File: src/rtl/ft_basic_read.sv
// FT600 245-mode synchronous-FIFO read master.
// Pulls host-to-FPGA words off the FT bus into a small FWFT buffer, presents
// them as a valid/ready stream, and checks them against an incrementing
// 16-bit counting pattern. The word and error counters drive the status LEDs.
module ft_basic_read #(
  parameter int FIFO_DEPTH = 8,
  parameter int HEADROOM   = 2
) (
  input  logic        ft_clk,
  input  logic        rst_n,
  input  logic        ft_rxf_n,
  input  logic [15:0] ft_data,
  input  logic [1:0]  ft_be,
  output logic        ft_oe_n,
  output logic        ft_rd_n,
  output logic [15:0] m_data,
  output logic [1:0]  m_be,
  output logic        m_valid,
  input  logic        m_ready,
  output logic [31:0] word_count,
  output logic [15:0] err_count,
  output logic        pattern_err
);

  localparam int AW = $clog2(FIFO_DEPTH);
  localparam int LW = AW + 1;
  localparam logic [LW-1:0] STOP_LEVEL = LW'(FIFO_DEPTH - HEADROOM);
  localparam logic [LW-1:0] FULL_LEVEL = LW'(FIFO_DEPTH);

  typedef enum logic [1:0] {
    IDLE,
    OE,
    READ
  } state_t;

  state_t state, state_next;

  logic [17:0]   mem [FIFO_DEPTH];
  logic [AW-1:0] wr_ptr, rd_ptr;
  logic [LW-1:0] level, level_next;
  logic [15:0]   exp_word;
  logic          cap, pop;

  // A word is on the bus and being strobed whenever we sit in READ with data available.
  assign cap     = (state == READ) && !ft_rxf_n;
  assign m_valid = (level != '0);
  assign pop     = m_valid && m_ready;

  // Head entry is shown only while valid so the stream reads zero when empty.
  assign {m_be, m_data} = m_valid ? mem[rd_ptr] : 18'd0;

  // Occupancy after this edge, used to end a burst before the buffer can fill.
  always_comb begin
    level_next = level + {{(LW-1){1'b0}}, cap} - {{(LW-1){1'b0}}, pop};
  end

  // Next-state decode for the bus handshake.
  always_comb begin
    state_next = state;
    case (state)
      IDLE: if (!ft_rxf_n && (level < STOP_LEVEL)) state_next = OE;
      OE:   state_next = ft_rxf_n ? IDLE : READ;
      READ: if (ft_rxf_n || (level_next >= STOP_LEVEL)) state_next = IDLE;
      default: state_next = IDLE;
    endcase
  end

  // State register; strobes are registered from the next state so they track it exactly.
  always_ff @(posedge ft_clk or negedge rst_n) begin
    if (!rst_n) begin
      state   <= IDLE;
      ft_oe_n <= 1'b1;
      ft_rd_n <= 1'b1;
    end else begin
      state   <= state_next;
      ft_oe_n <= (state_next == IDLE);
      ft_rd_n <= (state_next != READ);
    end
  end

  // Buffer storage; contents need no reset because level gates visibility.
  always_ff @(posedge ft_clk) begin
    if (cap) mem[wr_ptr] <= {ft_be, ft_data};
  end

  // Buffer pointers and occupancy; reset discards anything buffered.
  always_ff @(posedge ft_clk or negedge rst_n) begin
    if (!rst_n) begin
      wr_ptr <= '0;
      rd_ptr <= '0;
      level  <= '0;
    end else begin
      if (cap) wr_ptr <= wr_ptr + 1'b1;
      if (pop) rd_ptr <= rd_ptr + 1'b1;
      level <= level_next;
    end
  end

  // Pattern checker and counters; exp always resyncs to the received word plus one.
  always_ff @(posedge ft_clk or negedge rst_n) begin
    if (!rst_n) begin
      exp_word    <= '0;
      word_count  <= '0;
      err_count   <= '0;
      pattern_err <= 1'b0;
    end else if (cap) begin
      word_count <= word_count + 32'd1;
      exp_word   <= ft_data + 16'd1;
      if (ft_data != exp_word) begin
        pattern_err <= 1'b1;
        if (err_count != 16'hFFFF) err_count <= err_count + 16'd1;
      end
    end
  end

  a_no_overflow: assert property (@(posedge ft_clk) disable iff (!rst_n)
    !(cap && (level == FULL_LEVEL)));

endmodule

File: config.mk
export PLATFORM = sky130hd
export DESIGN_NAME = ft_basic_read
export DESIGN_NICKNAME = d
export VERILOG_FILES = /design/src/rtl/ft_basic_read.sv
export SDC_FILE = /design/constraint.sdc
export NUM_CORES = 1
export LEC_CHECK = 0
export ABC_CLOCK_PERIOD_IN_PS = 3900
export CAP_MARGIN = 0
export CELL_PAD_IN_SITES_DETAIL_PLACEMENT = 0
export CELL_PAD_IN_SITES_GLOBAL_PLACEMENT = 1
export CORE_MARGIN = 5
export CORE_UTILIZATION = 50
export CTS_BUF_LIST = sky130_fd_sc_hd__clkbuf_2
export DETAILED_ROUTE_END_ITERATION = 6
export GPL_TIMING_DRIVEN = 0
export HOLD_SLACK_MARGIN = 0.12
export PLACE_DENSITY_LB_ADDON = 0.2
export SETUP_SLACK_MARGIN = 0.05
export SLEW_MARGIN = 10
export SYNTH_ARGS = -nofsm -noshare
export SYNTH_HDL_FRONTEND = slang
export SYNTH_SLANG_ARGS = --single-unit
File: constraint.sdc
create_clock -name ft_clk -period 3.9 [get_ports ft_clk]
set_input_delay 0.39 -clock ft_clk [delete_from_list [all_inputs] [get_ports ft_clk]]
set_output_delay 0.39 -clock ft_clk [all_outputs]
set_load 0.005 [all_outputs]
Word-level counts from Yosys, hierarchy flattened
Memory sizes are Yosys's and may differ from the RTL's.
Cells that the tools add are included.
{ "word_totals": {"ram_bits": 144, "out_inout_bits": 70, "regBits": 79, "input_bits": 22, "n_memories": 1, "wordCells": 42} }
{ "classes": {"mux": 7, "magnitude_cmp": 2, "n_eq_ne": 5, "add_sub_neg": 7, "reduce_logical": 10} }
{ "mem_list": {"columns": ["memory", "depth", "width", "read_ports", "rd_ports_with_merged_regs", "write_ports", "line", "rtl"], "rows": [
  ["mem", 8, 18, 1, 0, 1, "38", "logic [17:0] mem [FIFO_DEPTH];"]
]} }
{ "op_table": {"columns": ["operator", "n"], "rows": [
  ["16-bit by 1-bit adder with 16-bit output (second input constant)", 2],
  ["32-bit by 1-bit adder with 32-bit output (second input constant)", 1],
  ["18-bit two-way mux", 1],
  ["16-bit inequality test", 1],
  ["16-bit inequality test (second input constant)", 1],
  ["3-bit by 1-bit adder with 3-bit output (second input constant)", 2],
  ["2-bit two-way mux", 3],
  ["2-bit one-hot mux with 3 select lines", 1],
  ["4-bit by 1-bit adder with 4-bit output", 1],
  ["4-bit by 3-bit >= comparator with 1-bit output (second input constant)", 1],
  ["2-bit zero test", 2],
  ["4-bit by 3-bit < comparator with 1-bit output (second input constant)", 1],
  ["4-bit nonzero test", 1],
  ["4-bit by 1-bit subtractor with 4-bit output", 1],
  ["1-bit logical AND", 3],
  ["3-bit AND reduction", 1],
  ["2-bit by 1-bit equality test with 1-bit output (second input constant)", 1],
  ["2-bit equality test (second input constant)", 1],
  ["1-bit two-way mux", 2],
  ["2-bit inequality test (second input constant)", 1],
  ["2-bit AND reduction", 1],
  ["1-bit zero test", 1],
  ["1-bit logical OR", 1]
]} }

Depth between registers and ports, before layout
{ "depth": {"word_depth": 9, "depth_mapped": 13, "ltp_nobuf": 13} }

Worst setup path after synthesis
Ideal clock, no wire load.
{ "synth_path": {"path_kind": "register -> register", "start": "register state[0]", "end": "memory mem[4][0], enable pin", "setup_slack_ps": 520, "path_stages_with_launch": 5, "t_arrival_ps": 2934, "synth_period_minus_slack_ps": 3380, "cell_sequence": "dfrtp_1 > nor3b_4 > inv_2 > clkbuf_1 > nor4b_1"} }
{ "synth_between": {"elab_chain_len": 4} }
{ "synth_rtl": {"columns": ["element", "line", "rtl"], "rows": [
  ["start: declaration", "36", "state_t state, state_next;"],
  ["start signal: assignment", "75", "state <= state_next;"],
  ["2-bit equality test", "45", "assign cap = (state == READ) && !ft_rxf_n;"],
  ["1-bit logical AND", "45", null],
  ["1-bit two-way mux", "83", "if (cap) mem[wr_ptr] <= {ft_be, ft_data};"],
  ["1-bit two-way mux (not written as such)", "83", null],
  ["end: declaration", "38", null]
]} }
Every way passes these cells.

Worst setup path in the final report
{ "layout_path": {"start": "register rd_ptr[1]", "end": "output m_data[4]"} }
{ "layout_between": {"elab_chain_len": 2} }
{ "layout_rtl": {"columns": ["element", "line", "rtl"], "rows": [
  ["start: declaration", "39", "logic [AW-1:0] wr_ptr, rd_ptr;"],
  ["start signal: assignment", "94", "if (pop) rd_ptr <= rd_ptr + 1'b1;"],
  ["memory 8 x 18 bit", null, null],
  ["18-bit two-way mux", "50", "assign {m_be, m_data} = m_valid ? mem[rd_ptr] : 18'd0;"],
  ["end: declaration", "16", "output logic [15:0] m_data,"]
]} }
Every way passes these cells.

==> impl_metrics.env <==
export IMPL_ys_seq_area_share_pct=67.1
export IMPL_crit_fanout=10
export IMPL_start_kind="flip-flop"
export IMPL_clkLatencyLatePin_ns=0.80
export IMPL_vias_per_cell=5.36
export IMPL_vias=5645
export IMPL_maxSlewHeadroom_pct=42.5
export IMPL_die_w_um=147
export IMPL_cp_data_arrival_time_ns=3.23
export IMPL_ios=92
export IMPL_leakage_nw=4.35
export IMPL_synthMostInstantiatedCell="edfxtp_1"
export IMPL_hold_violations=0
export IMPL_cts_sinks=223
export IMPL_die_area_um2=21600
export IMPL_post_drt_wl_per_cell_um=19.0
export IMPL_critPathKind="reg2out"
export IMPL_status="finished, final reports clean"
export IMPL_rows=50
export IMPL_grt_pass1_wl_um=32700
export IMPL_yosys_area_top_type_share_pct=46.0
export IMPL_root_buffer="clkbuf_2"
export IMPL_yosys_warnings=0
export IMPL_areaGrowthSynthToFinish_pct=20.9
export IMPL_drive_gt1_share_pct=21.4
export IMPL_r2r_start="state[0]$_DFF_PN0_"
export IMPL_detail_route_antenna_nets=0
export IMPL_routed_wl_um=20000
export IMPL_initial_core_util_pct=50.6
export IMPL_rsz0062_at_grt="false"
export IMPL_fin_skew_ns=0.0816
export IMPL_synth_commonest_cells="144 x edfxtp_1, 77 x dfrtp_1, 51 x nand2_1"
export IMPL_cts_buffer_depth=3
export IMPL_path_cells="clkbuf_1 > clkbuf_2 > mux4_2 > mux2i_1 > nor2_1 > clkdlybuf4s50_1"
export IMPL_place_area_um2=10800
export IMPL_setup_slack_ns=0.284
export IMPL_finalWeightedCongestion=0.788
export IMPL_dieHeight_um=147
export IMPL_period_needed_ns=3.62
export IMPL_grt_overflow=0
export IMPL_worstMarginPinSlew_ns=0.862
export IMPL_cts_tree="done"
export IMPL_holdCritPathClass="in2reg"
export IMPL_crit_slowest_cell="clkdlybuf4s50_1"
export IMPL_portBuffers=91
export IMPL_antenna_found_initial=1
export IMPL_syn_avg_cell_area_um2=15.5
export IMPL_finalNetCount=813
export IMPL_synthArstFlopShare_pct=35.4
export IMPL_n_fill_cell=1444
export IMPL_cp_slowest_stage_delay_ns=0.48
export IMPL_h_tree_depth=2
export IMPL_clk_pin_slew_ns=0.10
export IMPL_total_power_mw=6.38
export IMPL_max_vdd_ir_drop_uv=219
export IMPL_placeableCoreArea_um2=18600
export IMPL_synth_edf_count=144
export IMPL_grt_pass1_vias=6094
export IMPL_cts_setup_buffers=0
export IMPL_end_kind="output pin"
export IMPL_synth_area_leaders="edfxtp_1 46%, dfrtp_1 21%, mux4_2 8.6%, xnor2_1 4.4%, xor2_1 3.2%"
export IMPL_numCtsBuffers=56
export IMPL_drt_iter0_drc=296
export IMPL_synth_nets=642
export IMPL_drv_slew=0
export IMPL_drc=0
export IMPL_grt_max_degree=48
export IMPL_fin_area_um2=11400
export IMPL_hold_path_startpoint="ft_rxf_n"
export IMPL_ys_flop_type="edfxtp_1"
export IMPL_drt_pass1_iter_count=4
export IMPL_synthCells=608
export IMPL_final_setup_viol_count=0
export IMPL_min_period_over_period_pct=92.7
export IMPL_synth_cell_types=42
export IMPL_synth_area_leader_cell="edfxtp_1"
export IMPL_ys_ff_latch=223
export IMPL_cp_startpoint="rd_ptr[1]$_DFFE_PN0P_"
export IMPL_netlist_area_um2=9400
export IMPL_required_ns=3.51
export IMPL_post_place_ws_ns=0.120
export IMPL_dp_hpwl_um=13500
export IMPL_max_cap_violations=0
export IMPL_p_per_area_nw_per_um2=562
export IMPL_fmax_mhz=277
export IMPL_grt_usage_pct=19.1
==> final timing paths <==
path,endpoint,slack (ns),depth (start not counted)
worst min register to register,pattern_err$_DFFE_PN0P_,0.46,1
max in group asynchronous,word_count[15]$_DFFE_PN0P_,2.91,4
worst max register to register,state[1]$_DFF_PN0_,0.62,12
worst max-delay path,m_data[4],0.28,6
min in group asynchronous,err_count[2]$_DFFE_PN0P_,0.66,4
worst min-delay path,ft_rd_n$_DFF_PN1_,0.32,2
==> cells in the final DEF (no fill, tap or decap), types with 14 or more instances in the layout <==
cell type        Yosys  routed
dfrtp_1             77      77
xor2_1              34      34
mux2i_1             18      18
nand2_1             51      51
nor2_1              30      29
mux4_2              36      36
nand4_1             18      18
nand3_1             28      28
buf_4                0      14
clkdlybuf4s50_1      0      90
o21ai_0             15      15
xnor2_1             47      47
edfxtp_1           144     144
clkbuf_2             1      90
==> cell type report <==
class,instances,area (um2),area share (%)
Multi-Input combinational cell,351,3000,26.4
Timing Repair Buffer,113,1130,9.92
Clock inverter,13,58.8,0.518
Tap cell,234,293,2.58
Inverter,12,45.0,0.397
Antenna cell,1,2.50,0.0220
Buffer,22,103,0.903
Sequential cell,223,6300,55.5
Clock buffer,85,425,3.74
==> critical path: cells and delay by family, from the launching register on <==
kind	cells	cell delay [ns]
AND/OR/NAND/NOR	1	0.08
flip-flops	1	0.36
multiplexers	2	0.60
buffers and inverters	3	1.38
==> flip-flops by register name (all words and copies together) (netlist names) <==
name / flops
level: 4
word_count: 32
ft_oe_n: 1
exp_word: 16
wr_ptr: 3
ft_rd_n: 1
pattern_err: 1
state: 2
mem: 144
err_count: 16
rd_ptr: 3
==> report_power, final <==
part	switching (mW)	internal (mW)
Clock	0.896	0.577
Sequential	0.157	2.74
Combinational	0.936	1.07
Total	1.99	4.39
==> through the flow <==
step,util [%],hold slack [ns],setup TNS [ns],std cells
2_1_floorplan,-,0.0944,0,608
3_3_place_gp,57.1,0.446,-206.30,933
3_5_place_dp,58.2,0.383,0,952
4_1_cts,61.1,0.189,0,1053
5_1_grt,61.1,0.244,0,1054
6_report,61.1,0.318,0,1054
==> routing by layer <==
layer | GRT usage, % | wire length [um]
met3 | 4.57 | 1100
met5 | 0 | 0
met1 | 26.0 | 8840
met2 | 30.9 | 9730
met4 | 5.50 | 292
==> timing repair <==
action | 4_1_cts | 5_1_grt
endpoints found under the setup margin | 12 | 11
resized for setup | 3 | 4
endpoints found under the hold margin | 79 | 0
hold buffers | 3 | 0
cloned | 0 | 0
==> cells by family after synthesis <==
family / Yosys count / share of synthesized area (%)
buf+inv: 34 / 1.44
mux: 57 / 10.9
fa+ha+maj: 12 / 1.68
xor+xnor: 81 / 7.55
flops: 223 / 67.1
compound gates: 22 / 1.34
simple gates: 179 / 10.0
No activity file was read; power rests on OpenSTA's default activity.
